File: src/rtl/fetch_unit_pkg.sv
// Shared frontend types: fetch-queue entry, reset PC default and fetch FSM states.
package fetch_unit_pkg;

  localparam logic [31:0] RESET_PC_DEFAULT = 32'h0000_0000;

  // One fetched instruction together with the address it came from.
  typedef struct packed {
    logic [31:0] instr;
    logic [31:0] pc;
  } fetch_entry_t;

  typedef enum logic [1:0] {
    BOOT,
    FETCH,
    IDLE
  } fetch_state_t;

endpackage

File: src/rtl/fetch_unit_sync_fifo.sv
// Small synchronous FIFO with occupancy count and a one-cycle clear.
// DEPTH must be a power of two (>= 2) so the pointers wrap naturally.
module sync_fifo #(
  parameter int WIDTH = 32,
  parameter int DEPTH = 2
) (
  input  logic                     clk,
  input  logic                     rst,
  input  logic                     clear,
  input  logic                     push,
  input  logic [WIDTH-1:0]         wdata,
  input  logic                     pop,
  output logic [WIDTH-1:0]         rdata,
  output logic                     empty,
  output logic                     full,
  output logic [$clog2(DEPTH):0]   count
);

  localparam int AW = $clog2(DEPTH);
  localparam int CW = AW + 1;

  logic [WIDTH-1:0] mem [DEPTH];
  logic [AW-1:0]    rd_ptr;
  logic [AW-1:0]    wr_ptr;
  logic             do_push;
  logic             do_pop;

  assign empty   = (count == '0);
  assign full    = (count == CW'(DEPTH));
  assign do_pop  = pop && !empty;
  // A push into a full FIFO is still legal when the head leaves in the same cycle.
  assign do_push = push && (!full || do_pop);
  assign rdata   = mem[rd_ptr];

  // Pointer and occupancy update; clear empties the FIFO in one cycle.
  always_ff @(posedge clk) begin
    // NOTE: state registers use non-blocking assignments so every flop samples pre-edge values.
    if (!rst || clear) begin
      rd_ptr <= '0;
      wr_ptr <= '0;
      count  <= '0;
    end else begin
      if (do_push) wr_ptr <= wr_ptr + AW'(1);
      if (do_pop)  rd_ptr <= rd_ptr + AW'(1);
      unique case ({do_push, do_pop})
        2'b10:   count <= count + CW'(1);
        2'b01:   count <= count - CW'(1);
        default: count <= count;
      endcase
    end
  end

  // Storage write.
  always_ff @(posedge clk) begin
    // NOTE: the storage array is deliberately not reset; count and pointers alone define which words are valid.
    if (do_push) mem[wr_ptr] <= wdata;
  end

  // Overflow guard: a push into a full FIFO without a pop would lose data.
  always_ff @(posedge clk) begin
    if (rst && !clear) begin
      assert (!(push && full && !pop))
        else $error("sync_fifo: push while full");
    end
  end

endmodule

File: src/rtl/fetch_unit.sv
// Instruction fetch unit: issues word-aligned I-memory requests under a credit
// limit, tracks in-flight PCs, drops responses made stale by a redirect and
// forwards surviving instructions into the fetch queue in order.
module fetch_unit
  import fetch_unit_pkg::*;
#(
  parameter logic [31:0] RESET_PC        = RESET_PC_DEFAULT,
  parameter int          MAX_OUTSTANDING = 2
) (
  input  logic        clk,
  input  logic        rst,
  input  logic        fetch_en,
  input  logic        redirect_valid,
  input  logic [31:0] redirect_pc,
  output logic        imem_req_valid,
  input  logic        imem_req_ready,
  output logic [31:0] imem_req_addr,
  input  logic        imem_resp_valid,
  input  logic [31:0] imem_resp_data,
  output logic        fq_push_en,
  output logic [31:0] fq_instr,
  output logic [31:0] fq_pc,
  input  logic        fq_full
);

  localparam int CW = $clog2(MAX_OUTSTANDING) + 1;

  fetch_state_t state;
  fetch_state_t state_next;

  logic [31:0]  pc;
  logic [CW-1:0] drop_cnt;

  logic [31:0]  inflight_pc;
  logic         inflight_empty;
  logic         inflight_full;
  logic [CW-1:0] inflight_cnt;

  fetch_entry_t buf_wdata;
  fetch_entry_t buf_head;
  logic         buf_empty;
  logic         buf_full;
  logic [CW-1:0] buf_cnt;

  logic [CW:0]  outstanding;
  logic         credit_ok;
  logic         req_fire;
  logic         resp_take;
  logic         resp_stale;
  logic         buf_write;

  // Every accepted request either sits in the PC FIFO or in the response
  // buffer, so bounding their sum guarantees buffer space for each response.
  assign outstanding = {1'b0, inflight_cnt} + {1'b0, buf_cnt};
  assign credit_ok   = (outstanding < (CW+1)'(MAX_OUTSTANDING));

  assign req_fire   = imem_req_valid && imem_req_ready;
  // A response with no matching in-flight PC is a protocol error and is ignored.
  assign resp_take  = imem_resp_valid && !inflight_empty;
  assign resp_stale = redirect_valid || (drop_cnt != '0);
  assign buf_write  = resp_take && !resp_stale;

  assign buf_wdata     = '{instr: imem_resp_data, pc: inflight_pc};
  assign imem_req_addr = pc;
  assign fq_instr      = buf_head.instr;
  assign fq_pc         = buf_head.pc;

  // FSM state register.
  always_ff @(posedge clk) begin
    if (!rst) state <= BOOT;
    else      state <= state_next;
  end

  // FSM next state; leaving FETCH waits for a presented request to be accepted.
  always_comb begin
    // NOTE: every combinational output gets a default first so no path can infer a latch.
    state_next = state;
    unique case (state)
      BOOT:    state_next = FETCH;
      FETCH:   if (!fetch_en && !(imem_req_valid && !imem_req_ready)) state_next = IDLE;
      IDLE:    if (fetch_en) state_next = FETCH;
      default: state_next = BOOT;
    endcase
  end

  // FSM outputs: request and fetch-queue push strobes.
  always_comb begin
    imem_req_valid = 1'b0;
    fq_push_en     = 1'b0;
    if (rst && state == FETCH && !redirect_valid && credit_ok) imem_req_valid = 1'b1;
    if (rst && !buf_empty && !fq_full && !redirect_valid)      fq_push_en     = 1'b1;
  end

  // Fetch PC and count of in-flight responses to discard after a redirect.
  always_ff @(posedge clk) begin
    if (!rst) begin
      pc       <= RESET_PC & 32'hFFFF_FFFC;
      drop_cnt <= '0;
    end else if (redirect_valid) begin
      pc       <= redirect_pc & 32'hFFFF_FFFC;
      // The response arriving this very cycle is already discarded; exclude it.
      drop_cnt <= inflight_cnt - CW'(resp_take);
    end else begin
      if (req_fire) pc <= pc + 32'd4;
      if (resp_take && drop_cnt != '0) drop_cnt <= drop_cnt - CW'(1);
    end
  end

  // Protocol checks: orphan responses and credit violations.
  always_ff @(posedge clk) begin
    if (rst) begin
      assert (!(imem_resp_valid && inflight_empty))
        else $error("fetch_unit: response with no request in flight");
      assert (!(req_fire && inflight_full && !resp_take))
        else $error("fetch_unit: request accepted beyond in-flight capacity");
      assert (!(buf_write && buf_full && !fq_push_en))
        else $error("fetch_unit: response buffer overflow");
    end
  end

  sync_fifo #(
    .WIDTH (32),
    .DEPTH (MAX_OUTSTANDING)
  ) u_inflight_pc (
    .clk   (clk),
    .rst   (rst),
    .clear (1'b0),
    .push  (req_fire),
    .wdata (pc),
    .pop   (resp_take),
    .rdata (inflight_pc),
    .empty (inflight_empty),
    .full  (inflight_full),
    .count (inflight_cnt)
  );

  sync_fifo #(
    .WIDTH ($bits(fetch_entry_t)),
    .DEPTH (MAX_OUTSTANDING)
  ) u_resp_buf (
    .clk   (clk),
    .rst   (rst),
    .clear (redirect_valid),
    .push  (buf_write),
    .wdata (buf_wdata),
    .pop   (fq_push_en),
    .rdata (buf_head),
    .empty (buf_empty),
    .full  (buf_full),
    .count (buf_cnt)
  );

endmodule

File: config.mk
export PLATFORM = sky130hd
export DESIGN_NAME = fetch_unit
export DESIGN_NICKNAME = d
export VERILOG_FILES = /design/src/rtl/fetch_unit_pkg.sv /design/src/rtl/fetch_unit_sync_fifo.sv /design/src/rtl/fetch_unit.sv
export SDC_FILE = /design/constraint.sdc
export NUM_CORES = 1
export LEC_CHECK = 0
export CORE_ASPECT_RATIO = 1.2
export CORE_MARGIN = 2
export CORE_UTILIZATION = 45
export DETAILED_ROUTE_END_ITERATION = 16
export GPL_TIMING_DRIVEN = 0
export HOLD_SLACK_MARGIN = 0.03
export PLACE_DENSITY = 0.7
export SLEW_MARGIN = 20
export SYNTH_ARGS = -nofsm -noshare
export SYNTH_HDL_FRONTEND = slang
export SYNTH_SLANG_ARGS = --single-unit
File: constraint.sdc
create_clock -name clk -period 12.8 [get_ports clk]
set_input_delay 1.28 -clock clk [delete_from_list [all_inputs] [get_ports clk]]
set_output_delay 1.28 -clock clk [all_outputs]
set_load 0.05 [all_outputs]
==> results.json <==
{
  "status": "completed",
  "insertedDiodeCount": 0,
  "clk_pin_slew_worst_paths_ns": 0.06,
  "core.rowCount": 57,
  "yosysWarnings": 0,
  "cp.required_ns": 11.52,
  "grt_util_met2_pct": 32.6,
  "setup_tns_ns": 0,
  "synth_top_area_share_pct": 60.5,
  "syn_area_per_cell_sq_um": 15.2,
  "worstMarginPinSlew_ns": 0.932,
  "leakagePower_nw": 4.02,
  "fmax_mhz": 216,
  "grt-ovfl-total": 0,
  "cts.path.max_buffers": 3,
  "wirelength_um": 20300,
  "wl_per_cell_um": 18.8,
  "antenna_found_initial": 0,
  "gp_congestion": 0.887,
  "slew_violations": 0,
  "powerDensity_nw_per_um2": 128,
  "first_pass_iters": 5,
  "place.port_buffers": 162,
  "synthCells": 600,
  "num_io_pins": 169,
  "synth_commonest_cells": "edfxtp_1 (184), mux2_2 (93), dfxtp_1 (44)",
  "p_int_mw": 1.20,
  "drt_iter0_drc": 394,
  "criticalPathCategory": "input port to output pin",
  "clk_root_buffer_cell": "clkbuf_16",
  "hold_viol": 0,
  "grt.busiest_layer": "met2",
  "core_area_sq_um": 20000,
  "rsz0062_at_grt": "false",
  "yosysUniqueCellTypes": 49,
  "grt_pass1_wl_um": 31600,
  "setup_viol": 0,
  "drv_cap": 0,
  "area_growth_pct": 31.4,
  "start_util_pct": 45.5,
  "synthesis.area_sq_um": 9130,
  "comb_power_share_pct": 7.0,
  "hold_ws_ns": 0.531,
  "met3_usage_pct": 2.51,
  "swShare_pct": 21.6,
  "dieArea_sq_um": 21400,
  "relSlewSlack_pct": 37.4,
  "cts_sinks": 228,
  "ys_seq_elements": 228,
  "ys_seq_area_share_pct": 70.2,
  "path_max_fanout": 10,
  "yosysMostFrequentCell": "edfxtp_1",
  "cts_tree": "done",
  "grt_pass1_vias": 5908,
  "fin_ws_ns": 8.17,
  "arrival_ns": 3.35,
  "startpoint": "redirect_valid",
  "power_switching_mw": 0.331,
  "finClkSkew_ns": 0.00979,
  "use_met1_pct": 23.9,
  "seq_power_share_pct": 53.9,
  "avgViaCountPerCell": 5.33,
  "synth_edf_count": 184,
  "layout_min_cycle_time_ns": 4.63,
  "timing.hold.worst.start": "imem_req_addr[31]",
  "drc": 0,
  "finalCritPeriodShare_pct": 36.2,
  "synth.area.top_cells": "edfxtp_1 (61%), mux2_2 (11%), dfxtp_1 (9.7%), xnor2_1 (1.9%), o21ai_0 (1.3%)",
  "hold_path.class": "register to register",
  "cts_resized": 0,
  "startpoint_type": "input port",
  "worstSkewPairLatency_ns": 0.49,
  "cts_setup_buffers": 0,
  "grt_max_degree": 23,
  "r2r_start": "u_resp_buf.count[0]",
  "ant_nets": 0,
  "cts_buffers": 22,
  "place_hpwl_um": 14400,
  "via_count": 5757,
  "die_w_um": 134,
  "ys_async_sr_fraction_pct": 0,
  "pre_cts_ws_ns": 8.20,
  "grt_usage_pct": 18.6,
  "h-tree-depth": 1,
  "fin_util_pct": 59.9,
  "synth_largest_area_cell": "edfxtp_1",
  "cts_hold_buf": 0,
  "clockPowerShare_pct": 39.1,
  "fp.dieH_um": 160,
  "drive_above_1_share_pct": 18.4,
  "vdd_ir_drop_max_mv": 0.0870,
  "ys_dominant_reg_cell": "edfxtp_1",
  "nets": 875,
  "end_kind": "output pin"
}
-- registers in the layout (all words and copies together), names as in the netlist, named ones only --
register              flops
state                     2
u_inflight_pc.rd_ptr      1
u_inflight_pc.count       2
u_inflight_pc.wr_ptr      1
u_resp_buf.rd_ptr         1
u_resp_buf.wr_ptr         1
imem_req_addr            30
u_inflight_pc.mem        60
u_resp_buf.mem          124
u_resp_buf.count          2
drop_cnt                  2
-- critical path, cell delays in order --
cell and delay [ns]:
clkdlybuf4s50_1 0.49, nand2b_1 0.22, clkbuf_1 0.27, nor3_1 0.26, clkdlybuf4s50_1 0.84
-- placed cells by master (no fill, tap or decap), drive strengths merged, types with 19 or more instances in the layout --
cell             n
a21oi           20
clkbuf          56
clkdlybuf4s50  162
dfxtp           44
edfxtp         184
mux2            93
nand2           28
nand3           19
nor2            21
o21ai           24
xnor2           20
-- path summary, 6_finish.rpt --
| kind | end | slack (ns) | cells past startpoint |
|---|---|---|---|
| worst min-delay path | u_inflight_pc.mem[0][31] | 0.53 | 0 |
| worst min register to register | u_inflight_pc.mem[0][31] | 0.53 | 0 |
| worst max-delay path | fq_push_en | 8.17 | 5 |
| worst max register to register | u_inflight_pc.mem[0][12] | 9.03 | 9 |
-- power by group through the flow --
stage	logic (mW)	registers, mW	clock network, mW
after detailed placement	0.107	0.841	0
after global placement	0.104	0.840	0
final	0.108	0.825	0.598
after floorplan	0.0368	0.857	0
after global routing	0.113	0.826	0.646
after CTS	0.108	0.825	0.610
-- metal layers --
metal  up-vias  share of wire (%)
met5         -                  0
met1      2811                 41
met3        42                6.5
li1       2660                  -
met4         0                2.2
met2       244                 50
-- metrics by stage --
step           area (sq um)  instances  power [mW]
4_1_cts               12000       1080        1.54
3_3_place_gp          11100       1030       0.944
3_5_place_dp          11300       1040       0.948
5_1_grt               12000       1080        1.59
2_1_floorplan          9140        603       0.894
6_report              12000       1080        1.53
-- final cells by class --
type / instances / area [sq um]
multi-input combinational: 337 / 2580
sequential: 228 / 6410
tap: 265 / 332
clock buffer: 36 / 641
buffer: 29 / 144
inverter: 9 / 33.8
clock inverter: 4 / 23.8
timing repair buffer: 172 / 1840
fill: 1527 / 8040
-- cell families (layout without fill, tap and decap cells) --
kind of cell             count (synthesis)  in the layout  synth area share (%)
XOR/XNOR                                30             30                  2.88
multiplexers                            94             94                  11.6
AND/OR/NAND/NOR                        133            133                  7.58
adder cells (fa/ha/maj)                  5              5                 0.768
flip-flops                             228            228                  70.2
AO/OA/AOI/OAI                           71             71                  5.02
buffers and inverters                   38            250                  1.95
other                                    1              4                0.0411
(Power assumes the default switching activity.)
